[config.mk]
export PLATFORM = sky130hd
export DESIGN_NAME = io_request_bridge
export DESIGN_NICKNAME = d
export VERILOG_FILES = /design/src/rtl/io_request_bridge.sv
export SDC_FILE = /design/constraint.sdc
export NUM_CORES = 1
export LEC_CHECK = 0
export CORE_ASPECT_RATIO = 0.8
export CORE_MARGIN = 1
export CORE_UTILIZATION = 39
export CTS_CLUSTER_DIAMETER = 120
export DETAILED_ROUTE_END_ITERATION = 6
export GPL_ROUTABILITY_DRIVEN = 0
export HOLD_SLACK_MARGIN = 0.1
export PLACE_DENSITY = 0.77
export REMOVE_ABC_BUFFERS = 1
export SLEW_MARGIN = 10
export SYNTH_ARGS = -nofsm -noshare
export SYNTH_HDL_FRONTEND = slang
export SYNTH_SLANG_ARGS = --single-unit
[constraint.sdc]
create_clock -name main_clk -period 1.62 [get_ports main_clk]
set_clock_uncertainty 0.05 [all_clocks]
set_input_delay 0.162 -clock main_clk [delete_from_list [all_inputs] [get_ports main_clk]]
set_output_delay 0.162 -clock main_clk [all_outputs]
set_load 0.01 [all_outputs]
[src/rtl/io_request_bridge.sv]
// io_request_bridge
//   Single-outstanding request sequencer in front of memory_io. It accepts one
//   CPU IO request at a time and holds the address for ACCESS_CYCLES cycles.
//   It then runs one FINAL cycle: a write strobes there, and a read captures
//   data_out_io there. The result goes out on a valid/ready response channel.
//
//   Optional feature macro: IO_BRIDGE_RANGE_CHECK_EN
//     defined   : requests outside the IO window are rejected without bus
//                 activity and answered with rsp_error=1.
//     undefined : every request is issued to the bus and rsp_error stays 0.
module io_request_bridge #(
    parameter int ACCESS_CYCLES = 2
) (
    input  logic        main_clk,
    input  logic        main_reset_n,
    input  logic        req_valid,
    output logic        req_ready,
    input  logic [31:0] req_address,
    input  logic        req_write,
    input  logic        req_byte,
    input  logic [15:0] req_data,
    output logic        rsp_valid,
    input  logic        rsp_ready,
    output logic [15:0] rsp_data,
    output logic        rsp_error,
    output logic [31:0] address_io,
    output logic [15:0] data_in_io,
    output logic [1:0]  control_io,
    input  logic [15:0] data_out_io
);

    localparam int CNT_W = $clog2(ACCESS_CYCLES + 1);
    localparam logic [CNT_W-1:0] CNT_LAST = CNT_W'(ACCESS_CYCLES - 1);

    localparam logic [1:0] ST_IDLE   = 2'd0;
    localparam logic [1:0] ST_ACCESS = 2'd1;
    localparam logic [1:0] ST_FINAL  = 2'd2;
    localparam logic [1:0] ST_RESP   = 2'd3;

    logic [1:0]       state_q, state_d;
    logic [CNT_W-1:0] cnt_q, cnt_d;
    logic [31:0]      addr_q, addr_d;
    logic [15:0]      data_q, data_d;
    logic             write_q, write_d;
    logic             byte_q, byte_d;
    logic [15:0]      rsp_data_q, rsp_data_d;
    logic             rsp_error_q, rsp_error_d;
    logic             run_q;
    logic             req_reject;
    logic             bus_active;

`ifdef IO_BRIDGE_RANGE_CHECK_EN
    // Only IO space (bit 31) with device select 0..2 may reach memory_io.
    assign req_reject = !req_address[31] || (req_address[25:20] > 6'd2);
`else
    assign req_reject = 1'b0;
`endif

    // Handshake and response outputs decode straight from registered state,
    // so an asynchronous reset clears them immediately.
    assign req_ready  = run_q && (state_q == ST_IDLE);
    assign rsp_valid  = (state_q == ST_RESP);
    assign rsp_data   = rsp_data_q;
    assign rsp_error  = rsp_error_q;

    // Bus is driven only while a request is in flight; the strobe is FINAL-only.
    assign bus_active = (state_q == ST_ACCESS) || (state_q == ST_FINAL);
    assign address_io = bus_active ? addr_q : 32'h0;
    assign data_in_io = bus_active ? data_q : 16'h0;
    assign control_io = {(state_q == ST_FINAL) && write_q, bus_active && byte_q};

    // Next-state logic for the request sequencer.
    always_comb begin
        // NOTE: every signal gets a default first so no path leaves it unassigned (no latch).
        state_d     = state_q;
        cnt_d       = cnt_q;
        addr_d      = addr_q;
        data_d      = data_q;
        write_d     = write_q;
        byte_d      = byte_q;
        rsp_data_d  = rsp_data_q;
        rsp_error_d = rsp_error_q;
        case (state_q)
            ST_IDLE: begin
                if (req_valid && req_ready) begin
                    addr_d      = req_address;
                    data_d      = req_data;
                    write_d     = req_write;
                    byte_d      = req_byte;
                    cnt_d       = '0;
                    rsp_data_d  = 16'h0;
                    rsp_error_d = req_reject;
                    state_d     = req_reject ? ST_RESP : ST_ACCESS;
                end
            end
            ST_ACCESS: begin
                cnt_d = cnt_q + 1'b1;
                if (cnt_q == CNT_LAST) state_d = ST_FINAL;
            end
            ST_FINAL: begin
                // memory_io's pipeline delivers read data during this cycle.
                if (!write_q) rsp_data_d = data_out_io;
                state_d = ST_RESP;
            end
            ST_RESP: begin
                if (rsp_ready) state_d = ST_IDLE;
            end
            default: state_d = ST_IDLE;
        endcase
    end

    // State and request registers with asynchronous active-low reset.
    always_ff @(posedge main_clk or negedge main_reset_n) begin
        if (!main_reset_n) begin
            state_q     <= ST_IDLE;
            cnt_q       <= '0;
            addr_q      <= 32'h0;
            data_q      <= 16'h0;
            write_q     <= 1'b0;
            byte_q      <= 1'b0;
            rsp_data_q  <= 16'h0;
            rsp_error_q <= 1'b0;
            run_q       <= 1'b0;
        end else begin
            // NOTE: non-blocking assignments so all registers update from pre-edge values.
            state_q     <= state_d;
            cnt_q       <= cnt_d;
            addr_q      <= addr_d;
            data_q      <= data_d;
            write_q     <= write_d;
            byte_q      <= byte_d;
            rsp_data_q  <= rsp_data_d;
            rsp_error_q <= rsp_error_d;
            run_q       <= 1'b1;
        end
    end

endmodule
==> reports/results.txt, run 1 <==
status: finished, violations left
failing checks: setup timing
proportion of layout cells with a drive suffix above 1: 40.09%
CTS sink cnt: 71
worst hold path type: input pin to asynchronous set/reset pin
Starting Density: 40.79%
htree depth: 3
Bufs on Longest Clock Path: 2
flops & latches, synth: 71
routed wire length: 8195 um
mux share of post-synthesis cell area: 22.66%
Seq/Total Area, Yosys: 54.07%
max-cap viol count: 0
Max IR drop VDD: 0.001413 V
Clock transition at path regs: 0.07 ns
Post-Syn Instances: 264
max incr delay on CP: 0.37 ns
distinct cell type count after synthesis: 25
post-route ant nets: 0
vias per cell: 4.507
final setup fails: 61
worst-skew pair later-pin latency: 0.33 ns
CP arrival: 1.55 ns
RSZ-0062 raised after global routing: yes
Initial DRC Count: 82
number of global-route vias before repair: 2612
Yosys top cell by area: dfrtp_1
Fillers: 658
top-area cell type share of the netlist area: 54.07%
Root Driver: clkbuf_8
pwr/cell area: 2147 nW/um^2
Nets: 500
Finished Core Util: 64.48%
simple-gate share of the synthesized area: 12.72%
Power Total: 11.15 mW
largest net degree at the start of global routing: 51
core area: 8055 um^2
startpoint types: flip-flop
largest cells by area after synthesis: dfrtp_1, mux2_2, and2_1
DRT Pass-1 Iters: 4
Setup WS post-layout: -0.1385 ns
min cycle time layout: 1.759 ns
crit path cell chain: inv_2, ha_4, clkbuf_16, and2_1, buf_2
routed via count: 2420
global-route wire length before repair: 13160 um
Leak Pwr: 2.411 nW
GRT Total Usage: 19.21%
total grt overflow: 0
hpwl dp: 5466 um
Yosys warnings: 0
final cycle utilization of the critical path: 108.6%
row count: 29
final hold violations: 0
CTS tree: yes
io pins: 139
DIE AREA: 8798 um^2
Synth Area in XOR/XNOR: 0.2666%
Layout Area Growth over Synthesis: 58.07%
Crit. End Element: output pin
Cell Area, Placed: 4877 um^2
CP max stage cell: dfrtp_1
Slew Limit Fails: 0
setup TNS: -5.096 ns
post-synthesis cell area: 3286 um^2
initial antenna violation count: 0
compound-gate portion of the synthesized area: 1.714%
DRC: 0
largest family of logic cells by synthesized area: multiplexers
syn_area_per_cell: 12.45 um^2
Finished Cell Area: 5194 um^2
Setup CP Type: flip-flop to output pin
Post-Synth Adder-Cell Area: 2.285%
CTS buffer count: 9
max frequency: 568.7 MHz
required time worst endpoint: 1.41 ns
diode count: 0
Die H: 84.10 um
CP max FO: 10
Die X: 104.6 um
# port buffers: 137
WL/cell: 15.26 um
==> state kept, by name, summed over array words and instances (netlist names) <==
signal    count
addr_q       32
data_q       16
rsp_data     16
cnt_q         2
state_q       2
byte_q        1
run_q         1
write_q       1
==> through the flow <==
stage          instances  worst slack, ns  hold slack [ns]
3_5_place_dp         513          -0.2221          0.02570
5_1_grt              537          -0.2002           0.2344
4_1_cts              532          -0.2323           0.1947
3_3_place_gp         513          -0.1885          0.02180
2_1_floorplan        249          -0.9967          -0.1836
6_report             537          -0.1385           0.2164
==> report_power, final <==
| part | leakage [nW] | total, mW | internal [mW] | switching [mW] |
|---|---|---|---|---|
| logic | 1.44 | 6.71 | 3.93 | 2.78 |
| registers | 0.873 | 3.09 | 2.65 | 0.440 |
| clock network | 0.100 | 1.36 | 0.747 | 0.611 |
==> kinds of logic after synthesis <==
logic type,Yosys count
AOI/OAI and AO/OA,6
xor gates and xnor gates,1
adders and majority gates,6
buffers and inverters,36
DFF,71
muxes,68
other,2
and+or+nand+nor,74
==> layer usage <==
| metal | global-route usage [%] | share of wire, % |
|---|---|---|
| met1 | 24.99 | 46 |
| met4 | 6.146 | 1.4 |
| met2 | 30.82 | 47 |
| met5 | 0 | 0 |
| met3 | 5.699 | 5.4 |
==> final cells by class <==
type                            instances  area (um^2)  area share, %
Tap cell                              108        135.1          2.602
Timing Repair Buffer                  164         1602          30.84
Clock inverter                          4        45.04         0.8673
Multi-Input combinational cell        157         1411          27.17
Inverter                               21        78.83          1.518
Sequential cell                        71         1777          34.21
Clock buffer                           12        145.1          2.795
==> path summary, 6_finish.rpt <==
path | endpoint | from | depth (start not counted) | slack, ns
setup / recovery | data_in_io[9] | state_q[0] | 5 | -0.14
hold / removal | data_q[3] | main_reset_n | 2 | 0.22
setup reg to reg | state_q[1] | state_q[0] | 4 | -0.05
hold reg to reg | data_q[4] | data_q[4] | 1 | 0.45
max in group asynchronous | data_q[1] | main_reset_n | 3 | 0.75
min in group main_clk | rsp_data[13] | data_out_io[13] | 3 | 0.34
==> synth_stat cells <==
cell / instances
conb_1: 2
buf_8: 1
clkbuf_1: 6
o21ai_0: 1
and2_4: 1
nand3b_1: 1
buf_4: 2
nand3_1: 1
nand2_2: 1
xor2_1: 1
a211oi_4: 1
mux2i_1: 17
a21oi_1: 1
mux2_2: 51
a222oi_1: 1
nor2_1: 2
and2_1: 50
ha_1: 6
nand2b_1: 1
o221ai_1: 1
dfrtp_1: 71
buf_6: 6
nand2_1: 17
inv_1: 21
o21a_1: 1
==> worst max-delay path, delay by kind of cell (launching register included) <==
family / cells / cell delay (ns)
DFF: 1 / 0.37
buffers and inverters: 3 / 0.37
adders and majority gates: 1 / 0.35
and+or+nand+nor: 1 / 0.13
==> layout by cell type (no fill, tap or decap), types with 3 or more instances in the layout <==
cell type        instances
buf_4                   15
mux2_2                  51
mux2i_1                 17
and2_4                  19
buf_6                   20
dfrtp_1                 71
inv_1                   19
buf_12                   6
clkbuf_16                4
ha_4                     3
and2_1                  32
clkbuf_8                10
nand2_1                 16
clkdlybuf4s50_1         84
clkinv_2                 3
buf_2                   33
==> timing repair <==
item                       4_1_cts  5_1_grt
setup endpoints to repair      120       89
pin swaps                        3        4
buffers inserted                 3        1
resized for setup              218       42
gates cloned                     2        5
hold buffers                     1        0
hold endpoints to repair        71        0
Note: power is estimated with default switching activity, not from simulation.
==> inputs of run 2 (changes only) <==
CTS_CLUSTER_SIZE = 24   (was default)
==> results of run 2 <==
The final DEF is identical to that of run 1; final timing and power are the same.
==> inputs of run 3 (changes only) <==
GPL_TIMING_DRIVEN = 0   (was default)
==> run 3 against run 2 <==
Effect of this change:
- power increased by 15%
- global-route usage increased by 2.2 points
- register-to-register slack got worse by 0.12 ns
- fmax is 4.6% lower
- critical endpoint is now address_io[31]
- critical path type unchanged
- die area unchanged
- the run still ends with setup timing left
==> reports/results.txt, run 3 (synthesis gave the netlist of run 1 again) <==
Multi-input gate area: 1429 um^2 (+1.2%)
Layout Area Growth over Synthesis: 68.01%
worst reg-to-reg path cell count: 5 (+1)
reg-to-reg slack, setup: -0.17 ns (-0.12 ns)
Crit. End Element: output pin
vias per cell: 4.689 (+4.0%)
core area: 8055 um^2 (unchanged)
Starting Density: 40.79% (unchanged)
most frequent cells in the layout: clkdlybuf4s50_1, dfrtp_1, mux2_2
global-route wire length before repair: 14430 um (+9.7%)
diode count: 0 (unchanged)
DRT Pass-1 Iters: 4 (unchanged)
post-route ant nets: 0 (unchanged)
worst hold path type: input pin to asynchronous set/reset pin
Leak Pwr: 2.555 nW (+6.0%)
DRC: 0 (unchanged)
startpoint types: flip-flop
Slew Limit Fails: 0 (unchanged)
CP max FO: 6 (-4)
CTS buffer count: 9 (unchanged)
row count: 29 (unchanged)
max-cap viol count: 0 (unchanged)
routed wire length: 9124 um (+11%)
CTS sink cnt: 71 (unchanged)
# port buffers: 137 (unchanged)
worst-skew pair later-pin latency: 0.34 ns (about the same)
Finished Layout Cells: 546 (+1.7%)
worst r2r dst: state_q[1]
htree depth: 3 (unchanged)
Nets: 509 (+1.8%)
final cycle utilization of the critical path: 113.8% (+5.3 points)
hpwl dp: 5172 um (-5.4%)
RSZ-0062 raised after global routing: yes
Die H: 84.10 um (unchanged)
Most flops, register: addr_q
min cycle time layout: 1.844 ns (+0.08562 ns)
largest net degree at the start of global routing: 62 (+22%)
R2R Path Start: state_q[1]
io pins: 139 (unchanged)
register area: 1777 um^2 (unchanged)
status: finished, violations left
number of global-route vias before repair: 2803 (+7.3%)
Die X: 104.6 um (unchanged)
Worst Setup SP: state_q[1]
commonest non-fill, non-tap cell in the layout: clkdlybuf4s50_1
proportion of layout cells with a drive suffix above 1: 43.38% (+3.3 points)
GRT Total Usage: 21.39% (+2.2 points)
final setup fails: 102 (+67%)
initial antenna violation count: 0 (unchanged)
Fillers: 631 (-4.1%)
dpl ws: -1.073 ns (-0.8506 ns)
max frequency: 542.3 MHz (-4.6%)
failing checks: setup timing
total grt overflow: 0 (unchanged)
pwr/cell area: 2319 nW/um^2 (+8.0%)
Setup WS post-layout: -0.2242 ns (-0.08562 ns)
required time worst endpoint: 1.41 ns (about the same)
Bufs on Longest Clock Path: 2 (unchanged)
Clock transition at path regs: 0.08 ns (about the same)
routed via count: 2560 (+5.8%)
CTS tree: yes
Setup CP Type: flip-flop to output pin
Max IR drop VDD: 0.001637 V (+16%)
WL/cell: 16.71 um (+9.5%)
final hold violations: 0 (unchanged)
max reg flops: 32 (unchanged)
placed cells: 496 (-3.3%)
DIE AREA: 8798 um^2 (unchanged)
CP arrival: 1.63 ns (+0.08 ns)
Root Driver: clkbuf_8
Initial DRC Count: 74 (-9.8%)
Finished Core Util: 68.53% (+4.1 points)
[run 3: report_power, final]
| part | switching [mW] | total [mW] | internal [mW] |
|---|---|---|---|
| sequential | 0.433 | 3.08 | 2.64 |
| combinational | 3.13 | 7.83 | 4.70 |
| clock | 0.668 | 1.89 | 1.22 |
[run 3: layer usage]
metal / GRT usage (%) / vias to the layer above / part of all wire, %
met1: 26.40 / 1273 / 42
met5: 0 / - / 0
li1: - / 1192 / -
met3: 5.464 / 14 / 5.0
met4: 6.402 / 0 / 1.7
met2: 36.91 / 81 / 52
[run 3: cell type report]
class | instances | area share [%]
tap | 108 | 2.448
timing repair buffer | 173 | 33.16
clock inverter | 5 | 2.335
inverter | 21 | 1.428
multi-input combinational | 157 | 25.88
sequential | 71 | 32.18
clock buffer | 11 | 2.561
[run 3: how the worst max path moves through the flow]
stage | cells after the start | slack [ns] | endpoint
floorplan | 5 | -1.0 | addr_q[0]
global placement | 1 | -2.11 | rsp_data[14]
detailed placement | 5 | -1.07 | rsp_data[10]
CTS | 6 | -0.20 | address_io[7]
global route | 6 | -0.28 | address_io[31]
finish | 6 | -0.22 | address_io[31]
[run 3: critical path: stages, from the launching register on]
cell and delay, ns:
dfrtp_1 0.40, inv_2 0.07, ha_4 0.31, buf_12 0.13
clkbuf_16 0.15, and2_4 0.14, buf_6 0.09
[run 3: repair_timing]
item / in CTS / in global routing
pin swaps: 5 / 4
hold buffers: 1 / 0
resized for setup: 249 / 45
endpoints found under the setup margin: 120 / 103
cloned: 3 / 5
hold endpoints to repair: 71 / 0
buffers inserted: 22 / 5
[run 3: metrics by stage]
| step | hold WS [ns] | area [um^2] | setup TNS [ns] | power, mW |
|---|---|---|---|---|
| floorplan | -0.1836 | 3166 | -58.52 | 5.908 |
| global placement | 0.4283 | 4672 | -294.71 | 8.264 |
| detailed placement | -0.03191 | 4720 | -92.82 | 8.468 |
| CTS | 0.1230 | 5216 | -10.58 | 11.77 |
| global route | 0.1542 | 5520 | -16.95 | 13.54 |
| finish | 0.1515 | 5520 | -10.93 | 12.80 |
==> RTL edit 1, RTL diff (settings of run 3) <==
Take the reset off `addr_q`, `data_q` and `rsp_data_q` and load them in a clocked block of their own.
--- a/src/rtl/io_request_bridge.sv
+++ b/src/rtl/io_request_bridge.sv
@@ -114,25 +114,25 @@
         if (!main_reset_n) begin
             state_q     <= ST_IDLE;
             cnt_q       <= '0;
-            addr_q      <= 32'h0;
-            data_q      <= 16'h0;
             write_q     <= 1'b0;
             byte_q      <= 1'b0;
-            rsp_data_q  <= 16'h0;
             rsp_error_q <= 1'b0;
             run_q       <= 1'b0;
         end else begin
             // NOTE: non-blocking assignments so all registers update from pre-edge values.
             state_q     <= state_d;
             cnt_q       <= cnt_d;
-            addr_q      <= addr_d;
-            data_q      <= data_d;
             write_q     <= write_d;
             byte_q      <= byte_d;
-            rsp_data_q  <= rsp_data_d;
             rsp_error_q <= rsp_error_d;
             run_q       <= 1'b1;
         end
     end
 
+    always_ff @(posedge main_clk) begin
+        addr_q     <= addr_d;
+        data_q     <= data_d;
+        rsp_data_q <= rsp_data_d;
+    end
+
 endmodule
Check against the original RTL: differs if main_reset_n is asserted again (counterexample within 10 cycles, from zero or initial values and one cycle with main_reset_n low); with main_reset_n held inactive, the same outputs for 10 cycles.
==> RTL edit 1 against run 3 <==
The flow still finishes with violations (negative setup slack). Total power shrank 12%. Synthesized area shrank 15%. Synthesized cell count down 34%. Worst setup slack lost 0.0019 ns. Cell area shrank 7.8%. Final cell count shrank 19%. Routed wire length is 18% lower. Sequential cell count unchanged.
==> RTL edit 1: results (changes against run 3) <==
Final #Nets - 425 (was 509)
Max IR drop VDD - 1.72 mV (was 1.64 mV)
P_leak - 0.00205 uW (was 0.00256 uW)
Top post-synthesis cells by area - edfxtp_1 (69%), and2_1 (15%), dfrtp_1 (6.3%) (was dfrtp_1 (54%), mux2_2 (17%), and2_1 (9.5%))
Largest net degree at the start of global routing - 26 (was 62)
Async set-reset flop share out of synthesis - 9.86% (was 100%)
Compound-Gate Fraction of Synth Area - 2.33% (was 1.71%)
Xor/xnor share of the synthesized area - 0% (was 0.267%)
Routed wire length - 7500 um (was 9120 um)
WHS - 0.322 ns (was 0.152 ns)
Cells after DPL - 392 (was 496)
Post-synth top area share - 68.8% (was 54.1%)
CP Max Fanout - 7 (was 6)
Reg2Reg Launch Point - state_q[0]$_DFFE_PN0P_ (was state_q[1]$_DFFE_PN0P_)
Avg WL per Cell - 17.0 um (was 16.7 um)
Share of layout cells above drive strength 1 - 44.9% (was 43.4%)
Reg2reg setup slack - -0.20 ns (was -0.17 ns)
Status - complete, but fails checks (unchanged)
DPL Wire Length - 4110 um (was 5170 um)
Number of synthesized flops with an enable pin - 64 (was 0)
GRT Total Usage - 19.3% (was 21.4%)
Critical Path End - data_in_io[2] (was address_io[31])
Post-synthesis mux area share - 1.70% (was 22.7%)
Setup Viol. Count Final - 66 (was 102)
Seq/Total Area, Yosys - 75.1% (was 54.1%)
Worst min-delay path class - in -> reg (was in -> async)
Final setup margin - -0.226 ns (was -0.224 ns)
Failing checks - negative setup slack (unchanged)
Critical Path Start - state_q[1]$_DFFE_PN0P_ (unchanged)
First-pass GRT wire length - 10400 um (was 14400 um)
R2r worst-path depth - 8 (was 5)
Via density - 4.56 (was 4.69)
Number of global-route vias before repair - 2004 (was 2803)
Cell variety after synth - 19 (was 25)
Commonest cells post-synth - and2_1 (66), edfxtp_1 (64), dfrtp_1 (7), clkbuf_1 (6), ha_1 (6) (was dfrtp_1 (71), mux2_2 (51), and2_1 (50), inv_1 (21))
Synth Instances - 174 (was 264)
Setup TNS - -12.36 ns (was -10.93 ns)
Initial drt markers - 71 (was 74)
Clk slew on worst S/H paths - 0.07 ns
Crit Reg-Reg Endpoint - rsp_data[14]$_SDFFCE_PN0P_ (was state_q[1]$_DFFE_PN0P_)
Synth Area in Adders - 2.69% (was 2.28%)
==> RTL edit 1: cell types whose count changed in the layout (fill, tap and decap cells not counted), moves of 19 or more <==
cell / delta
and2_4: +19
edfxtp_1: +64
buf_2: -19
mux2_2: -49
buf_6: +24
dfrtp_1: -64
==> RTL edit 1: logic make-up (layout without fill, tap and decap cells) <==
family | count (synthesis) | in the layout
and+or+nand+nor | 73 | 76
other | 2 | 2
muxes | 4 | 4
AOI/OAI and AO/OA | 6 | 6
DFF | 71 | 71
adders and majority gates | 6 | 6
buffers and inverters | 12 | 189
==> RTL edit 1: what timing repair did <==
item | CTS | global route
hold buffers | 1 | 0
buffers inserted | 17 | 9
endpoints found under the setup margin | 119 | 94
endpoints found under the hold margin | 7 | 0
gates resized for setup | 278 | 58
pin swaps | 24 | 13
gates cloned | 5 | 3
==> RTL edit 1: metal layers <==
| layer | GRT usage (%) | wire length (um) | vias to the layer above |
|---|---|---|---|
| li1 | - | - | 954 |
| met1 | 22.8 | 2980 | 972 |
| met2 | 32.7 | 3890 | 78 |
| met3 | 7.06 | 533 | 9 |
| met4 | 5.88 | 99 | 0 |
| met5 | 0 | 0 | - |
==> RTL edit 1: per-stage QoR <==
step                power, uW  area [sq um]  setup WS (ns)
floorplan                4470          2760         -0.995
global route            11800          5090         -0.280
detailed placement       6490          4260          -1.03
CTS                      9920          4760         -0.199
global placement         6350          4240          -1.52
finish                  11200          5090         -0.226
==> RTL edit 1: final cells by class <==
type | count | area [sq um]
tap | 87 | 109
inverter | 5 | 18.8
sequential | 71 | 2100
fill | 463 | 1800
clock inverter | 6 | 108
multi-input combinational | 94 | 860
clock buffer | 10 | 128
timing repair buffer | 168 | 1770
==> RTL edit 1: power by group <==
group          internal [uW]  switching [uW]
registers               2530             132
logic                   4230            2680
clock network           1020             652
==> RTL edit 2, RTL diff (flow settings as in run 3) <==
Made on the original files. The option `IO_BRIDGE_RANGE_CHECK_EN` is turned on by a define.
--- a/src/rtl/io_request_bridge.sv
+++ b/src/rtl/io_request_bridge.sv
@@ -8,6 +8,8 @@
 //     defined   : requests outside the IO window are rejected without bus
 //                 activity and answered with rsp_error=1.
 //     undefined : every request is issued to the bus and rsp_error stays 0.
+`define IO_BRIDGE_RANGE_CHECK_EN
+
 module io_request_bridge #(
     parameter int ACCESS_CYCLES = 2
 ) (
Function: changed (Yosys sat finds a counterexample within 4 cycles, from zero or initial values and one cycle with main_reset_n low).
==> RTL edit 2 against run 3 <==
Largest cell class is now registers. Cell area up 0.20%. Highest routed layer unchanged. Core utilization increased by 0.45 points. Routed wire length is 6.6% higher. Total power decreased by 3.4%. Synthesized area fell by 0.50%. Sequential share of layout area rose by 0.41 points. Global-route usage up 1.4 points. Non-clock buffer count is 10 lower. Count of clock-buffer cells in the layout did not move. The run still ends with negative setup slack left. Largest power group unchanged. Critical path type unchanged. Sequential cell count is 1 higher. Worst setup slack better by 0.0088 ns.
==> RTL edit 2: results (changes against run 3) <==
Number of global-route vias before repair - 2811 (was 2803)
First-pass GRT wire length - 15200 um (was 14400 um)
Reg2Reg Launch Point - state_q[0]$_DFFE_PN0P_ (was state_q[1]$_DFFE_PN0P_)
# fillers - 596 (was 631)
Sw Share - 33.9% (was 33.1%)
Final setup margin - -0.215 ns (was -0.224 ns)
CP Data Arrival Time - 1.62 ns
Critical Path End - data_in_io[0] (was address_io[31])
Met3 Usage GRT - 8.43% (was 5.46%)
Total number of vias - 2600 (was 2560)
Async set-reset flop share out of synthesis - 100% (unchanged)
WHS - 0.223 ns (was 0.152 ns)
Failing checks - negative setup slack (unchanged)
Cell variety after synth - 23 (was 25)
Cells after DPL - 500 (was 496)
Crit Reg-Reg Endpoint - rsp_data[6]$_DFFE_PN0P_ (was state_q[1]$_DFFE_PN0P_)
Setup TNS - -10.65 ns (was -10.93 ns)
Max IR drop VDD - 1.23 mV (was 1.64 mV)
R2r worst-path depth - 9 (was 5)
Clock Power - 1770 uW (was 1890 uW)
Share of layout cells above drive strength 1 - 44.3% (was 43.4%)
Avg WL per Cell - 17.8 um (was 16.7 um)
Reg2reg setup slack - -0.11 ns (was -0.17 ns)
Power Internal - 8170 uW (was 8570 uW)
DPL Wire Length - 5070 um (was 5170 um)
# port buffers - 138 (was 137)
Utilization after layout - 69.0% (was 68.5%)
Setup Viol. Count Final - 67 (was 102)
Comb. pwr - 7590 uW (was 7830 uW)
GR Util met2 - 38.9% (was 36.9%)
WL met2 - 4920 um (was 4710 um)
Placed Area - 4750 sq um (was 4720 sq um)
Top post-synthesis cells by area - dfrtp_1 (55%), mux2_2 (18%), and2_1 (9.8%) (was dfrtp_1 (54%), mux2_2 (17%), and2_1 (9.5%))
GRT Total Usage - 22.8% (was 21.4%)
Largest net degree at the start of global routing - 54 (was 62)
Routing usage on met1 - 27.5% (was 26.4%)
Seq/Total Area, Yosys - 55.1% (was 54.1%)
Synth Instances - 266 (was 264)
Status - complete, but fails checks (unchanged)
Total CTS buffers - 9 (unchanged)
Routed wl met3 - 567 um (was 457 um)
WL met1 - 4110 um (was 3800 um)
Commonest cells post-synth - dfrtp_1 (72), and2_1 (51), mux2_2 (51), inv_1 (21) (was dfrtp_1 (71), mux2_2 (51), and2_1 (50), inv_1 (21))
CP Max Fanout - 13 (was 6)
RTL edit 2: kinds of logic (layout without fill, tap and decap cells):
family                   Yosys count  after routing  synth area share, %
AO/OA/AOI/OAI                      9              9                 2.18
adder cells (fa/ha/maj)            6              6                 2.30
buffers and inverters             34            200                 4.48
flip-flops                        72             72                 55.1
multiplexers                      68             68                 22.8
other                              1              1                0.115
AND/OR/NAND/NOR                   76             82                 13.1
RTL edit 2: timing repair:
action	CTS	global route
hold endpoints to repair	72	0
setup endpoints to repair	121	107
pin swaps	5	3
gates cloned	6	3
buffers inserted	19	6
hold buffers	1	0
gates resized for setup	258	48
RTL edit 2: layout make-up:
cell class                 count  area share, %
clock inverter                 5           1.85
clock buffer                  11           2.74
sequential                    72           32.6
timing repair buffer         163           29.7
tap                          108           2.44
multi-input combinational    166           29.3
inverter                      21           1.43
RTL edit 2: worst max-delay path: cells and delay by family, from the launching register on:
family	cells	cell delay [ns]
fa+ha+maj	1	0.23
buf+inv	4	0.52
flops	1	0.40
simple gates	1	0.13
